[src/rtl/btb_update_scheduler_pkg.sv]
// Shared types and width helpers for the BTB update scheduler and its update FIFO.
package btb_sched_pkg;

    localparam int unsigned PC_W = 32;

    typedef enum logic [0:0] {
        ST_IDLE  = 1'b0,
        ST_SWEEP = 1'b1
    } sched_state_e;

    typedef struct packed {
        logic [PC_W-1:0] pc;
        logic [PC_W-1:0] target;
        logic            taken;
    } btb_upd_t;

    localparam int unsigned UPD_W = 2 * PC_W + 1;

    // Index width for a table of n entries, never narrower than one bit.
    function automatic int unsigned idx_w(input int unsigned n);
        return (n > 32'd1) ? $clog2(n) : 32'd1;
    endfunction

endpackage

[src/rtl/btb_update_fifo.sv]
// Synchronous FIFO of resolved-branch updates; extra pointer bit separates full from empty.
module btb_update_fifo
    import btb_sched_pkg::*;
#(
    parameter int unsigned DEPTH = 4
) (
    input  logic     clk,
    input  logic     reset,
    input  logic     push,
    input  btb_upd_t push_data,
    input  logic     pop,
    input  logic     flush,
    output btb_upd_t head,
    output logic     full,
    output logic     empty
);

    localparam int unsigned AW = idx_w(DEPTH);

    logic [AW:0] wr_ptr_q, wr_ptr_d;
    logic [AW:0] rd_ptr_q, rd_ptr_d;
    btb_upd_t    mem_q [DEPTH];
    btb_upd_t    mem_d [DEPTH];

    // Status flags and head entry.
    always_comb begin
        empty = (wr_ptr_q == rd_ptr_q);
        full  = (wr_ptr_q[AW] != rd_ptr_q[AW]) &&
                (wr_ptr_q[AW-1:0] == rd_ptr_q[AW-1:0]);
        head  = mem_q[rd_ptr_q[AW-1:0]];
    end

    // Next-state for storage and pointers; flush discards everything.
    always_comb begin
        mem_d    = mem_q;
        wr_ptr_d = wr_ptr_q;
        rd_ptr_d = rd_ptr_q;
        if (flush) begin
            wr_ptr_d = '0;
            rd_ptr_d = '0;
        end else begin
            if (push && !full) begin
                mem_d[wr_ptr_q[AW-1:0]] = push_data;
                wr_ptr_d = wr_ptr_q + {{AW{1'b0}}, 1'b1};
            end else begin
                wr_ptr_d = wr_ptr_q;
            end
            if (pop && !empty) begin
                rd_ptr_d = rd_ptr_q + {{AW{1'b0}}, 1'b1};
            end else begin
                rd_ptr_d = rd_ptr_q;
            end
        end
    end

    // State registers.
    always_ff @(posedge clk or posedge reset) begin
        if (reset) begin
            wr_ptr_q <= '0;
            rd_ptr_q <= '0;
            for (int i = 0; i < int'(DEPTH); i++) begin
                mem_q[i] <= '0;
            end
        end else begin
            wr_ptr_q <= wr_ptr_d;
            rd_ptr_q <= rd_ptr_d;
            mem_q    <= mem_d;
        end
    end

endmodule

[src/rtl/btb_update_scheduler.sv]
// Arbitrates the single BTB port between fetch lookups, queued branch updates
// and a full-table invalidation sweep triggered by flush_all.
module btb_update_scheduler
    import btb_sched_pkg::*;
#(
    parameter int unsigned DEPTH        = 4,
    parameter int unsigned BTB_ENTRIES  = 64,
    parameter int unsigned STARVE_LIMIT = 7
) (
    input  logic                          clk,
    input  logic                          reset,
    input  logic                          res_valid,
    input  logic [31:0]                   res_pc,
    input  logic [31:0]                   res_target,
    input  logic                          res_taken,
    output logic                          res_ready,
    input  logic                          fetch_req,
    output logic                          fetch_grant,
    input  logic                          flush_all,
    output logic                          btb_wr_en,
    output logic [31:0]                   btb_wr_pc,
    output logic [31:0]                   btb_wr_target,
    output logic                          btb_wr_valid,
    output logic                          btb_inv_en,
    output logic [idx_w(BTB_ENTRIES)-1:0] btb_inv_idx,
    output logic                          busy
);

    localparam int unsigned IW = idx_w(BTB_ENTRIES);
    localparam int unsigned SW = idx_w(STARVE_LIMIT + 1);
    localparam logic [SW-1:0] STARVE_MAX = SW'(STARVE_LIMIT);
    localparam logic [IW-1:0] LAST_IDX   = IW'(BTB_ENTRIES - 1);

    sched_state_e  state_q, state_d;
    logic [IW-1:0] sweep_idx_q, sweep_idx_d;
    logic [SW-1:0] starve_cnt_q, starve_cnt_d;

    btb_upd_t push_data_s;
    btb_upd_t head_s;
    logic     fifo_full_s;
    logic     fifo_empty_s;
    logic     push_s;
    logic     drain_s;
    logic     idle_s;

    // Port arbitration: decisions depend only on registered state, fetch_req and flush_all.
    always_comb begin
        idle_s      = (state_q == ST_IDLE);
        res_ready   = !fifo_full_s && idle_s && !flush_all;
        drain_s     = idle_s && !flush_all && !fifo_empty_s &&
                      (!fetch_req || fifo_full_s || (starve_cnt_q == STARVE_MAX));
        fetch_grant = fetch_req && idle_s && !drain_s;
        push_s      = res_valid && res_ready;
        push_data_s = '{pc: res_pc, target: res_target, taken: res_taken};
    end

    // BTB port outputs; data buses are held at zero when not in use.
    always_comb begin
        btb_wr_en = drain_s;
        if (drain_s) begin
            btb_wr_pc     = head_s.pc;
            btb_wr_target = head_s.target;
            btb_wr_valid  = head_s.taken;
        end else begin
            btb_wr_pc     = 32'h0000_0000;
            btb_wr_target = 32'h0000_0000;
            btb_wr_valid  = 1'b0;
        end
        btb_inv_en  = (state_q == ST_SWEEP);
        busy        = (state_q == ST_SWEEP);
        btb_inv_idx = (state_q == ST_SWEEP) ? sweep_idx_q : '0;
    end

    // Sweep FSM; a flush in either state (re)starts the sweep at index 0.
    always_comb begin
        state_d     = state_q;
        sweep_idx_d = sweep_idx_q;
        if (flush_all) begin
            state_d     = ST_SWEEP;
            sweep_idx_d = '0;
        end else begin
            case (state_q)
                ST_IDLE: begin
                    state_d     = ST_IDLE;
                    sweep_idx_d = sweep_idx_q;
                end
                ST_SWEEP: begin
                    sweep_idx_d = sweep_idx_q + {{(IW-1){1'b0}}, 1'b1};
                    if (sweep_idx_q == LAST_IDX) begin
                        state_d = ST_IDLE;
                    end else begin
                        state_d = ST_SWEEP;
                    end
                end
                default: begin
                    state_d     = ST_IDLE;
                    sweep_idx_d = '0;
                end
            endcase
        end
    end

    // Starvation counter: counts lookups granted while updates wait.
    always_comb begin
        starve_cnt_d = starve_cnt_q;
        if (fifo_empty_s || drain_s || flush_all) begin
            starve_cnt_d = '0;
        end else if (fetch_grant && (starve_cnt_q != STARVE_MAX)) begin
            starve_cnt_d = starve_cnt_q + {{(SW-1){1'b0}}, 1'b1};
        end else begin
            starve_cnt_d = starve_cnt_q;
        end
    end

    // State registers.
    always_ff @(posedge clk or posedge reset) begin
        if (reset) begin
            state_q      <= ST_IDLE;
            sweep_idx_q  <= '0;
            starve_cnt_q <= '0;
        end else begin
            state_q      <= state_d;
            sweep_idx_q  <= sweep_idx_d;
            starve_cnt_q <= starve_cnt_d;
        end
    end

    btb_update_fifo #(
        .DEPTH (DEPTH)
    ) u_fifo (
        .clk       (clk),
        .reset     (reset),
        .push      (push_s),
        .push_data (push_data_s),
        .pop       (drain_s),
        .flush     (flush_all),
        .head      (head_s),
        .full      (fifo_full_s),
        .empty     (fifo_empty_s)
    );

endmodule

[config.mk]
export PLATFORM = sky130hd
export DESIGN_NAME = btb_update_scheduler
export DESIGN_NICKNAME = d
export VERILOG_FILES = /design/src/rtl/btb_update_scheduler_pkg.sv /design/src/rtl/btb_update_fifo.sv /design/src/rtl/btb_update_scheduler.sv
export SDC_FILE = /design/constraint.sdc
export NUM_CORES = 1
export LEC_CHECK = 0
export ABC_AREA = 1
export CELL_PAD_IN_SITES_DETAIL_PLACEMENT = 1
export CELL_PAD_IN_SITES_GLOBAL_PLACEMENT = 2
export CORE_UTILIZATION = 30
export CTS_CLUSTER_DIAMETER = 30
export DETAILED_ROUTE_END_ITERATION = 8
export GPL_ROUTABILITY_DRIVEN = 0
export PLACE_DENSITY = 0.79
export SKIP_CTS_REPAIR_TIMING = 1
export SLEW_MARGIN = 20
export SYNTH_ARGS = -nofsm -noshare
export SYNTH_HDL_FRONTEND = slang
export SYNTH_SLANG_ARGS = --single-unit
export TNS_END_PERCENT = 30
[constraint.sdc]
create_clock -name clk -period 9.92 [get_ports clk]
set_input_delay 2.48 -clock clk [delete_from_list [all_inputs] [get_ports clk]]
set_output_delay 2.48 -clock clk [all_outputs]
set_load 0.1 [all_outputs]
# Word level (Yosys, flattened, before mapping)
# Cells that the tools add are included.
# Widths: inputs -> output; s select.
# totals
regBits,276
latchBits,0
mem_bits_rw,0
romBits,0
input_bits,70
out_inout_bits,76
elab_cells,82
n_memories,0
# op_classes
n_addsub,4
multipliers,0
n_div,0
order_cmp,3
n_eq_ne,7
shift,0
mux,21
bitwise_logic,4
reduce_logical,26
# ops
cell,count
$bwmux 260,1
$mux 65,3
$bmux 65 s2,1
$demux 65 s2,1
$mux 32,2
$mux 3,6
$mux 6,3
$logic_and 1x1->1,13
$add 3x1->3 const B,3
$add 6x1->6 const B,1
$eq 6x6->1 const B,1
$ge 3x3->1 const B,2
$not 2->3,2
$reduce_bool 2->1,3
$logic_not 1->1,5
$logic_or 1x1->1,4
$eq 3x3->1,1
$eq 3x3->1 const B,1
$lt 3x1->1 const B,1
$mux 1,3
$ne 3x3->1 const B,1
$eq 2x2->1,1
$ne 2x2->1 const B,1
$not 1->1,2
other kinds (3),3

# Depth between registers and ports, before layout
# Gate-level depths: netlist of run 1.
# depth
word_depth,10
mapped_depth,13
mapped_depth_nobuf,12

# By module
# Synthesis of run 1 repeated with hierarchy kept, for this count alone.
# hier_totals
cells_unflattened,1753
hier_area_um2,13571.8
# by_module_without_submodules
module,n_inst,cells_per_inst,area_each_um2
btb_update_fifo,1,1530,12056.6
btb_update_scheduler,1,223,1515.2

# Worst setup path after synthesis of run 1
# No wires, ideal clock.
# synth_timing
kind,input to output
from,in flush_all
to,out fetch_grant
t_arrival_ps,5442
slack_ps,1998
cell_stages,4
n_path_buf,0
cell_sequence,nor2_1 nand3_1 inv_1 nor3_1
# synth_between
elab_chain_cells,6
# synth_rtl
element,line_no,text
"start, declared",btb_update_scheduler.sv:19,"input logic flush_all,"
$logic_not 1->1,btb_update_scheduler.sv:50,drain_s = idle_s && !flush_all && !fifo_empty_s &&
$logic_and 1x1->1 (3 in series),btb_update_scheduler.sv:50,
via btb_wr_en,btb_update_scheduler.sv:20,"output logic btb_wr_en,"
$logic_not 1->1,btb_update_scheduler.sv:52,fetch_grant = fetch_req && idle_s && !drain_s;
$logic_and 1x1->1,btb_update_scheduler.sv:52,
"end, declared",btb_update_scheduler.sv:18,"output logic fetch_grant,"
# The timed path passes the listed nets, and every way through them passes these cells.

# Final worst setup path of run 1
# layout_timing
from,in flush_all
to,out btb_wr_pc[1]
# layout_between
elab_chain_cells,5
# layout_rtl
element,line_no,text
$logic_not 1->1,btb_update_scheduler.sv:50,
$logic_and 1x1->1 (3 in series),btb_update_scheduler.sv:50,
$mux 32,btb_update_scheduler.sv:60,if (drain_s) begin
"end, declared",btb_update_scheduler.sv:21,"output logic [31:0] btb_wr_pc,"
# No other way between the ends.

==> impl_metrics.yaml, run 1 <==
synth:
  ys_types: 24
  synth_ff_type: "dfrtp_1"
  netlist_area_um2: 13030
  syn-num-nets: 1708
  yosysSeqAreaShare: 0.5300
  ys_async_sr_fraction: 1.000
  synth-seq-cells: 276
  syn_avg_cell_area_um2: 7.995
  synth_enable_flop_cells: 0
  yosysWarnings: 0
  netlist_instances: 1630
power_and_ir_drop:
  clkPwrFrac: 0.648
  p_sw_frac: 0.2198
  p_comb_frac: 0.038
  internal_power_mw: 2.916
  total_power_mw: 3.737
  p_leak_nw: 8.070
  ir_worst_vdd_mv: 0.1227
  seqPwrFrac: 0.314
  powerDensity_nw_per_um2: 214.6
  power.switching_uw: 821.4
cells_and_area:
  final_cells: 2387
  layout.nets: 1827
  drive_gt1_frac: 0.08628
  postLayoutCoreUtil: 0.4105
  area_growth_syn_to_layout_pct: 33.62
critical_path:
  cp.required_ps: 7440
  cpPeakStageDelay_ps: 1190
  crit_top_cell: "clkdlybuf4s50_1"
  cp_max_fo: 69
  rrSetupSlack_ps: 5990
  crit_arrival_ps: 5940
  start_kind: "input port"
  crit_path_end_kind: "output port"
  path_cells: "clkdlybuf4s50_1 -> nor2_1 -> nand3_4 -> a21oi_1 -> clkdlybuf4s50_1"
  slowest_stage: "clkdlybuf4s50_1"
  setup.worst_path.class: "input port to output port"
timing:
  post-route-period-util: 0.8485
  fin_skew_ps: 14.17
  slew_headroom: 0.3181
  finalMaxSlewViolations: 0
  rsz0062_at_grt: "false"
  min_period_ps: 8417
  hold_ws_ps: 477.4
  tns_ps: 0
  hold_viol_final: 0
  worst_pin_slew_ps: 1023
  max_freq_mhz: 118.8
  setup_viol: 0
cts:
  cts_tree: "yes"
  numCtsBuffers: 76
  cts_buffer_depth: 3
  cts_num_sinks: 276
  insertion_delay_ps: 580
  clk_pin_slew_ps: 40
  ctsHtreeMaxLevel: 3
  root_buffer: "clkbuf_16"
placed_design:
  place_inst: 2248
  hpwl_mm: 23.30
  portBuffers: 145
routing:
  ant_nets: 0
  vias_per_cell: 4.923
  first_pass_iters: 4
  drt-total-wl_mm: 42.08
  avgRoutedWirePerCell_um: 17.63
  dr_total_vias: 11750
  drt_iter0_drc: 603
  route.detailed.drc: 0
outcome:
  status: "finished, final reports clean"
floorplanning:
  die_h_um: 210.4
  die_x_um: 210.4
  fp-row-count: 75
  ios: 146
  core_um2: 42420
  start_util: 0.3072
  die_area_um2: 44270
global_routing:
  track_usage: 0.1938
  grt_pass1_vias: 12360
  overflow: 0
  grt_pass1_wl_mm: 67.52
  antenna_found_initial: 0
  grt_max_degree: 157
run:
  maxCapViolations: 0
hold_path:
  min_path_type: "flop to flop"
==> cells in the mapped netlist, types with 2 or more instances <==
master | number | area share
a21oi_1 | 148 | 0.057
buf_1 | 14 | 0.0040
buf_2 | 29 | 0.011
buf_4 | 16 | 0.0092
clkbuf_1 | 61 | 0.018
dfrtp_1 | 276 | 0.53
ha_1 | 8 | 0.0077
inv_1 | 159 | 0.046
inv_2 | 2 | 0.00058
nand2_1 | 482 | 0.14
nand3_1 | 9 | 0.0035
nor2_1 | 15 | 0.0043
nor2_2 | 2 | 0.00096
nor2_4 | 2 | 0.0017
nor3_1 | 2 | 0.00077
o211ai_1 | 51 | 0.029
o21ai_0 | 251 | 0.096
o21ai_1 | 97 | 0.037
==> power groups by stage <==
stage          sequential, mW  combinational (mW)  clock [mW]
3_3_place_gp             1.19               0.141           0
3_5_place_dp             1.19               0.143           0
6_report                 1.18               0.141        2.42
2_1_floorplan            1.19              0.0690           0
5_1_grt                  1.18               0.159        2.53
4_1_cts                  1.18               0.144        2.47
==> cells by family after synthesis <==
group | synth area share
flops | 0.5300
fa+ha+maj | 0.007682
buf+inv | 0.08862
simple gates | 0.1524
compound gates | 0.2213
==> through the flow <==
stage | worst slack (ps) | area, um2
2_1_floorplan | 1998 | 13040
3_3_place_gp | 1591 | 14830
3_5_place_dp | 1446 | 14830
4_1_cts | 1442 | 17410
5_1_grt | 1270 | 17410
6_report | 1503 | 17410
==> final timing paths <==
| path | cells past startpoint | startpoint | endpoint |
|---|---|---|---|
| setup / recovery | 5 | flush_all | btb_wr_pc[1] |
| hold / removal | 2 | u_fifo.mem_q[114]$_DFFE_PP0P_ | u_fifo.mem_q[114]$_DFFE_PP0P_ |
| setup reg to reg | 10 | u_fifo.rd_ptr_q[1]$_DFFE_PP0P_ | u_fifo.mem_q[88]$_DFFE_PP0P_ |
| hold reg to reg | 2 | u_fifo.mem_q[114]$_DFFE_PP0P_ | u_fifo.mem_q[114]$_DFFE_PP0P_ |
| max in group asynchronous | 4 | reset | u_fifo.mem_q[135]$_DFFE_PP0P_ |
| min in group asynchronous | 3 | reset | u_fifo.mem_q[36]$_DFFE_PP0P_ |
==> layout by cell type (no fill, tap or decap), drive strengths merged, types with 18 or more instances in the layout <==
cell	instances
a21oi	148
clkbuf	111
clkdlybuf4s50	145
clkinv	18
dfrtp	276
inv	161
nand2	483
nor2	19
o211ai	51
o21ai	348
==> sequential cells by signal, indices dropped and copies added (netlist names) <==
| signal | cells |
|---|---|
| sweep_idx_q | 6 |
| u_fifo.wr_ptr_q | 3 |
| btb_inv_en | 1 |
| u_fifo.mem_q | 260 |
| starve_cnt_q | 3 |
| u_fifo.rd_ptr_q | 3 |
==> layout make-up <==
cell class                      count  area [um2]
Fill cell                        5004       25000
Antenna cell                        2       5.005
Timing Repair Buffer              161        1584
Sequential cell                   276        6914
Clock buffer                      111        2287
Inverter                          162       613.1
Clock inverter                     26       292.8
Multi-Input combinational cell   1072        4995
Tap cell                          577       721.9
==> routing by layer <==
layer	routed length (um)	share of wire	vias up	GRT usage
met2	19690	0.47	228	0.3148
met5	0	0	-	0
met3	1682	0.040	72	0.03576
met1	19680	0.47	5885	0.2558
li1	-	-	5567	-
met4	1024	0.024	0	0.07521
==> critical path, delay by kind of cell <==
family / cells / cell delay, ps
AOI/OAI and AO/OA: 1 / 440
and+or+nand+nor: 2 / 1300
buffers and inverters: 2 / 1670
No activity file was read; power rests on OpenSTA's default activity.
==> run 2, diff against run 1 <==
- clock period: 9.92 -> 6.84 ns (I/O delays scaled with it)
==> run 2 against run 1 <==
Against the previous run: sequential cell count unchanged; first-iteration DRC count down 4.8%; clock power up 52%; cell count up 0.25%; clock-buffer cell count up 3; wire length about the same; critical path depth up 1; non-clock buffer count unchanged; largest cell class unchanged.
==> impl_metrics.yaml, run 2 (synthesized netlist as in run 1, its figures left out) <==
routing:
  drt_iter0_drc: 574
  first_pass_iters: 4
  ant_nets: 0
  vias_per_cell: 4.913
  route.detailed.drc: 0
  wl_met1_mm: 20.00
  routed.top_layer: "met4"
  avgRoutedWirePerCell_um: 17.59
  dr_wl_met3_mm: 1.541
  dr_total_vias: 11760
  wl_met2_mm: 19.55
  drt-total-wl_mm: 42.09
global_routing:
  overflow: 0
  grt_pass1_wl_mm: 68.19
  grt_pass1_vias: 12280
  antenna_found_initial: 1
  grt_max_degree: 235
  track_usage: 0.1952
floorplanning:
  fp-row-count: 75
  start_util: 0.3072
  die_x_um: 210.4
  ios: 146
  die_area_um2: 44270
  die_h_um: 210.4
  core_um2: 42420
placed_design:
  portBuffers: 145
  place_ws_ps: 873.0
  place_area_um2: 14750
  place_inst: 2248
  hpwl_mm: 22.98
critical_path:
  cpPeakStageDelay_ps: 500
  crit_path_end_kind: "output port"
  cp_max_fo: 35
  path_cells: "clkdlybuf4s50_1 -> nor2_1 -> nand3_4 -> buf_4 -> a21oi_1 -> buf_4"
  setup.worst_path.class: "input port to output port"
  crit_arrival_ps: 4270
  critPathTopFamily: "buffers and inverters"
  slowest_stage: "nor2_1"
  cp.required_ps: 5130
  start_kind: "input port"
  critPathBufInv: 3
  crit_top_cell: "buf_4"
cells_and_area:
  largest_registers: "u_fifo.mem_q (260), sweep_idx_q (6)"
  final_cells: 2393
  largest_reg_flops: 260
  area_growth_syn_to_layout_pct: 33.92
  finish.instance_area_um2: 17450
  largest_register: "u_fifo.mem_q"
  final_common_cell: "nand2_1"
  layout.nets: 1831
  drive_gt1_frac: 0.1251
  final_cell_mix: "nand2_1, dfrtp_1, o21ai_0"
  postLayoutCoreUtil: 0.4114
cts:
  root_buffer: "clkbuf_16"
  cts_num_sinks: 276
  clk_pin_slew_ps: 40
  cts_tree: "yes"
  ctsHtreeMaxLevel: 3
  numCtsBuffers: 80
  cts_buffer_depth: 3
  insertion_delay_ps: 580
timing:
  setup_viol: 0
  max_freq_mhz: 167.1
  rsz0062_at_grt: "false"
  hold_ws_ps: 474.3
  final.setup.worst_slack_ps: 857.1
  hold_viol_final: 0
  post-route-period-util: 0.8747
  fin_skew_ps: 15.06
  min_period_ps: 5983
  slew_headroom: 0.3154
  tns_ps: 0
  worst_pin_slew_ps: 1027
  finalMaxSlewViolations: 0
run:
  maxCapViolations: 0
power_and_ir_drop:
  total_power_mw: 5.586
  p_leak_nw: 8.285
  powerDensity_nw_per_um2: 320.1
  ir_worst_vdd_mv: 0.1799
hold_path:
  min_path_type: "flop to flop"
outcome:
  status: "finished, final reports clean"
-- run 2: cell count changes in the layout (fill, tap and decap cells not counted), moves of 2 or more --
cell / change
clkdlybuf4s50_1: -68
buf_4: +61
buf_12: +7
clkbuf_1: +4
bufinv_16: +3
clkbuf_8: -2
inv_6: +2
-- run 2: worst reg2reg max path: cells and delay by family, from the launching register on --
family / cells / cell delay [ps]
buf+inv: 2 / 1630
flops: 1 / 940
simple gates: 6 / 1220
compound gates: 1 / 220
-- run 2: where the power goes --
group,internal (mW),switching (mW)
clock,2.61,1.07
combinational,0.0670,0.138
sequential,1.69,0.0175
-- run 2: final timing paths --
path	slack (ps)	end	startpoint	depth (start not counted)
setup / recovery	860	btb_wr_target[29]	flush_all	6
hold / removal	470	u_fifo.mem_q[123]$_DFFE_PP0P_	u_fifo.mem_q[123]$_DFFE_PP0P_	2
setup reg to reg	2650	u_fifo.mem_q[86]$_DFFE_PP0P_	u_fifo.rd_ptr_q[1]$_DFFE_PP0P_	9
hold reg to reg	470	u_fifo.mem_q[123]$_DFFE_PP0P_	u_fifo.mem_q[123]$_DFFE_PP0P_	2
max in group asynchronous	4070	u_fifo.mem_q[70]$_DFFE_PP0P_	reset	3
min in group asynchronous	1510	u_fifo.mem_q[104]$_DFFE_PP0P_	reset	2
-- run 2: cell type report --
cell class	instances	area [um2]
Inverter	162	613.1
Antenna cell	1	2.502
Fill cell	5013	24960
Clock buffer	114	2300
Clock inverter	30	404.1
Timing Repair Buffer	161	1501
Multi-Input combinational cell	1072	4995
Sequential cell	276	6914
Tap cell	577	721.9
-- run 2: per-layer routing --
metal | global-route usage | vias up
met5 | 0 | -
met4 | 0.06772 | 0
met1 | 0.2611 | 5883
li1 | - | 5581
met2 | 0.3163 | 221
met3 | 0.03650 | 73
==> run 3, diff against run 2 <==
- PLACE_DENSITY: 0.79 -> 0.8
==> run 3 against run 2 <==
Against the previous run: cell area is 1.6% higher; clock-buffer cell count grew 11; core utilization increased by 0.65 points; clock skew grew 0.79 ps; sequential share of layout area shrank 0.62 points; critical path depth is the same; first-iteration DRC count rose by 15%; die area unchanged; via count is 0.66% higher; critical path type unchanged; largest cell class unchanged.
==> impl_metrics.yaml, run 3 (synthesized netlist as in run 1, its figures left out) <==
outcome:
  status: "finished, final reports clean"
timing:
  min_period_ps: 5996
  finalMaxSlewViolations: 0
  slew_headroom: 0.3521
  post-route-period-util: 0.8766
  hold_viol_final: 0
  fin_skew_ps: 15.84
  max_freq_mhz: 166.8
  worst_pin_slew_ps: 968.7
  tns_ps: 0
  rsz0062_at_grt: "false"
  setup_viol: 0
routing:
  avgRoutedWirePerCell_um: 17.70
  first_pass_iters: 5
  dr_total_vias: 11840
  vias_per_cell: 4.915
  ant_nets: 0
  drt-total-wl_mm: 42.61
  drt_iter0_drc: 662
  route.detailed.drc: 0
global_routing:
  grt_pass1_vias: 12670
  grt_pass1_wl_mm: 69.70
  track_usage: 0.1996
  overflow: 0
  antenna_found_initial: 1
  grt_max_degree: 145
critical_path:
  critPathBufInv: 3
  critPathTopFamily: "buffers and inverters"
  crit_path_end_kind: "output port"
  cp.required_ps: 5130
  cp.depth: 6
  start_kind: "input port"
  cp_max_fo: 35
  worstRegToRegCells: 10
  cpPeakStageDelay_ps: 510
  setup.worst_path.class: "input port to output port"
  crit_top_cell: "buf_4"
  slowest_stage: "nor2_1"
  crit_arrival_ps: 4290
  path_cells: "clkdlybuf4s50_1 -> nor2_1 -> nand3_4 -> buf_4 -> a21oi_1 -> buf_4"
floorplanning:
  fp-row-count: 75
  start_util: 0.3072
  die_h_um: 210.4
  die_x_um: 210.4
  core_um2: 42420
  die_area_um2: 44270
  ios: 146
hold_path:
  whs_path_depth: 2
  min_path_type: "flop to flop"
placed_design:
  hpwl_mm: 23.72
  place_area_um2: 14730
  portBuffers: 145
  place_inst: 2251
cts:
  insertion_delay_ps: 580
  cts_num_sinks: 276
  numCtsBuffers: 87
  clk_pin_slew_ps: 40
  ctsHtreeMaxLevel: 3
  cts_tree: "yes"
  cts_buffer_depth: 3
  root_buffer: "clkbuf_16"
cells_and_area:
  diodes: 0
  finish.instance_area_um2: 17730
  final_common_cell: "nand2_1"
  final_cells: 2408
  largest_reg_flops: 260
  area_growth_syn_to_layout_pct: 36.03
  postLayoutCoreUtil: 0.4179
  drive_gt1_frac: 0.1338
  largest_registers: "u_fifo.mem_q (260), sweep_idx_q (6)"
  largest_register: "u_fifo.mem_q"
  final_cell_mix: "nand2_1, dfrtp_1, o21ai_0"
  layout.nets: 1841
power_and_ir_drop:
  ir_worst_vdd_mv: 0.1793
  p_leak_nw: 8.454
  powerDensity_nw_per_um2: 335.0
run:
  maxCapViolations: 0
[run 3: cell types whose count changed in the layout (fill, tap and decap cells not counted), moves of 3 or more]
cell	delta
clkbuf_16	+8
buf_4	+6
buf_12	-3
clkbuf_8	+5
clkinv_2	+4
[run 3: layer usage]
layer,wire length (um),global-route usage,vias up
li1,-,-,5602
met4,855,0.06722,2
met5,11,0,-
met1,19420,0.2617,5941
met2,20550,0.3292,224
met3,1773,0.03903,67
[run 3: final timing paths]
| kind | slack [ps] | end | start |
|---|---|---|---|
| setup / recovery | 840 | btb_wr_pc[31] | flush_all |
| hold / removal | 470 | u_fifo.mem_q[67]$_DFFE_PP0P_ | u_fifo.mem_q[67]$_DFFE_PP0P_ |
| setup reg to reg | 2640 | u_fifo.mem_q[226]$_DFFE_PP0P_ | u_fifo.rd_ptr_q[1]$_DFFE_PP0P_ |
| hold reg to reg | 470 | u_fifo.mem_q[67]$_DFFE_PP0P_ | u_fifo.mem_q[67]$_DFFE_PP0P_ |
| max in group asynchronous | 4400 | u_fifo.mem_q[71]$_DFFE_PP0P_ | reset |
| min in group asynchronous | 1650 | starve_cnt_q[2]$_DFFE_PP0P_ | reset |
[run 3: area by class of cell]
class,count,area [um2]
Sequential cell,276,6914
Fill cell,5004,24690
Multi-Input combinational cell,1072,4995
Tap cell,577,721.9
Clock inverter,32,435.4
Clock buffer,125,2561
Inverter,162,613.1
Timing Repair Buffer,164,1486
[run 3: where the power goes]
part / switching [mW] / internal (mW)
clock: 1.10 / 2.93
combinational: 0.137 / 0.0675
sequential: 0.0180 / 1.69
total: 1.26 / 4.68
[run 3: through the flow]
stage	total power, mW	hold WS [ps]	setup slack, ps
2_1_floorplan	1.823	443.4	458.2
3_3_place_gp	1.931	457.0	1023
3_5_place_dp	1.935	470.0	836.6
4_1_cts	6.014	478.7	838.2
5_1_grt	6.137	494.9	688.8
6_report	5.939	472.4	843.8
[run 3: worst register-to-register path: stages, from the launching register on]
cell     delay [ps]
dfrtp_4         940
buf_4           800
nand2_1         170
nand2_1         120
nor2_2           60
nand2_2          90
nand3_4         600
nor2_4          810
buf_4           390
nand2_1          80
nand2_1          80
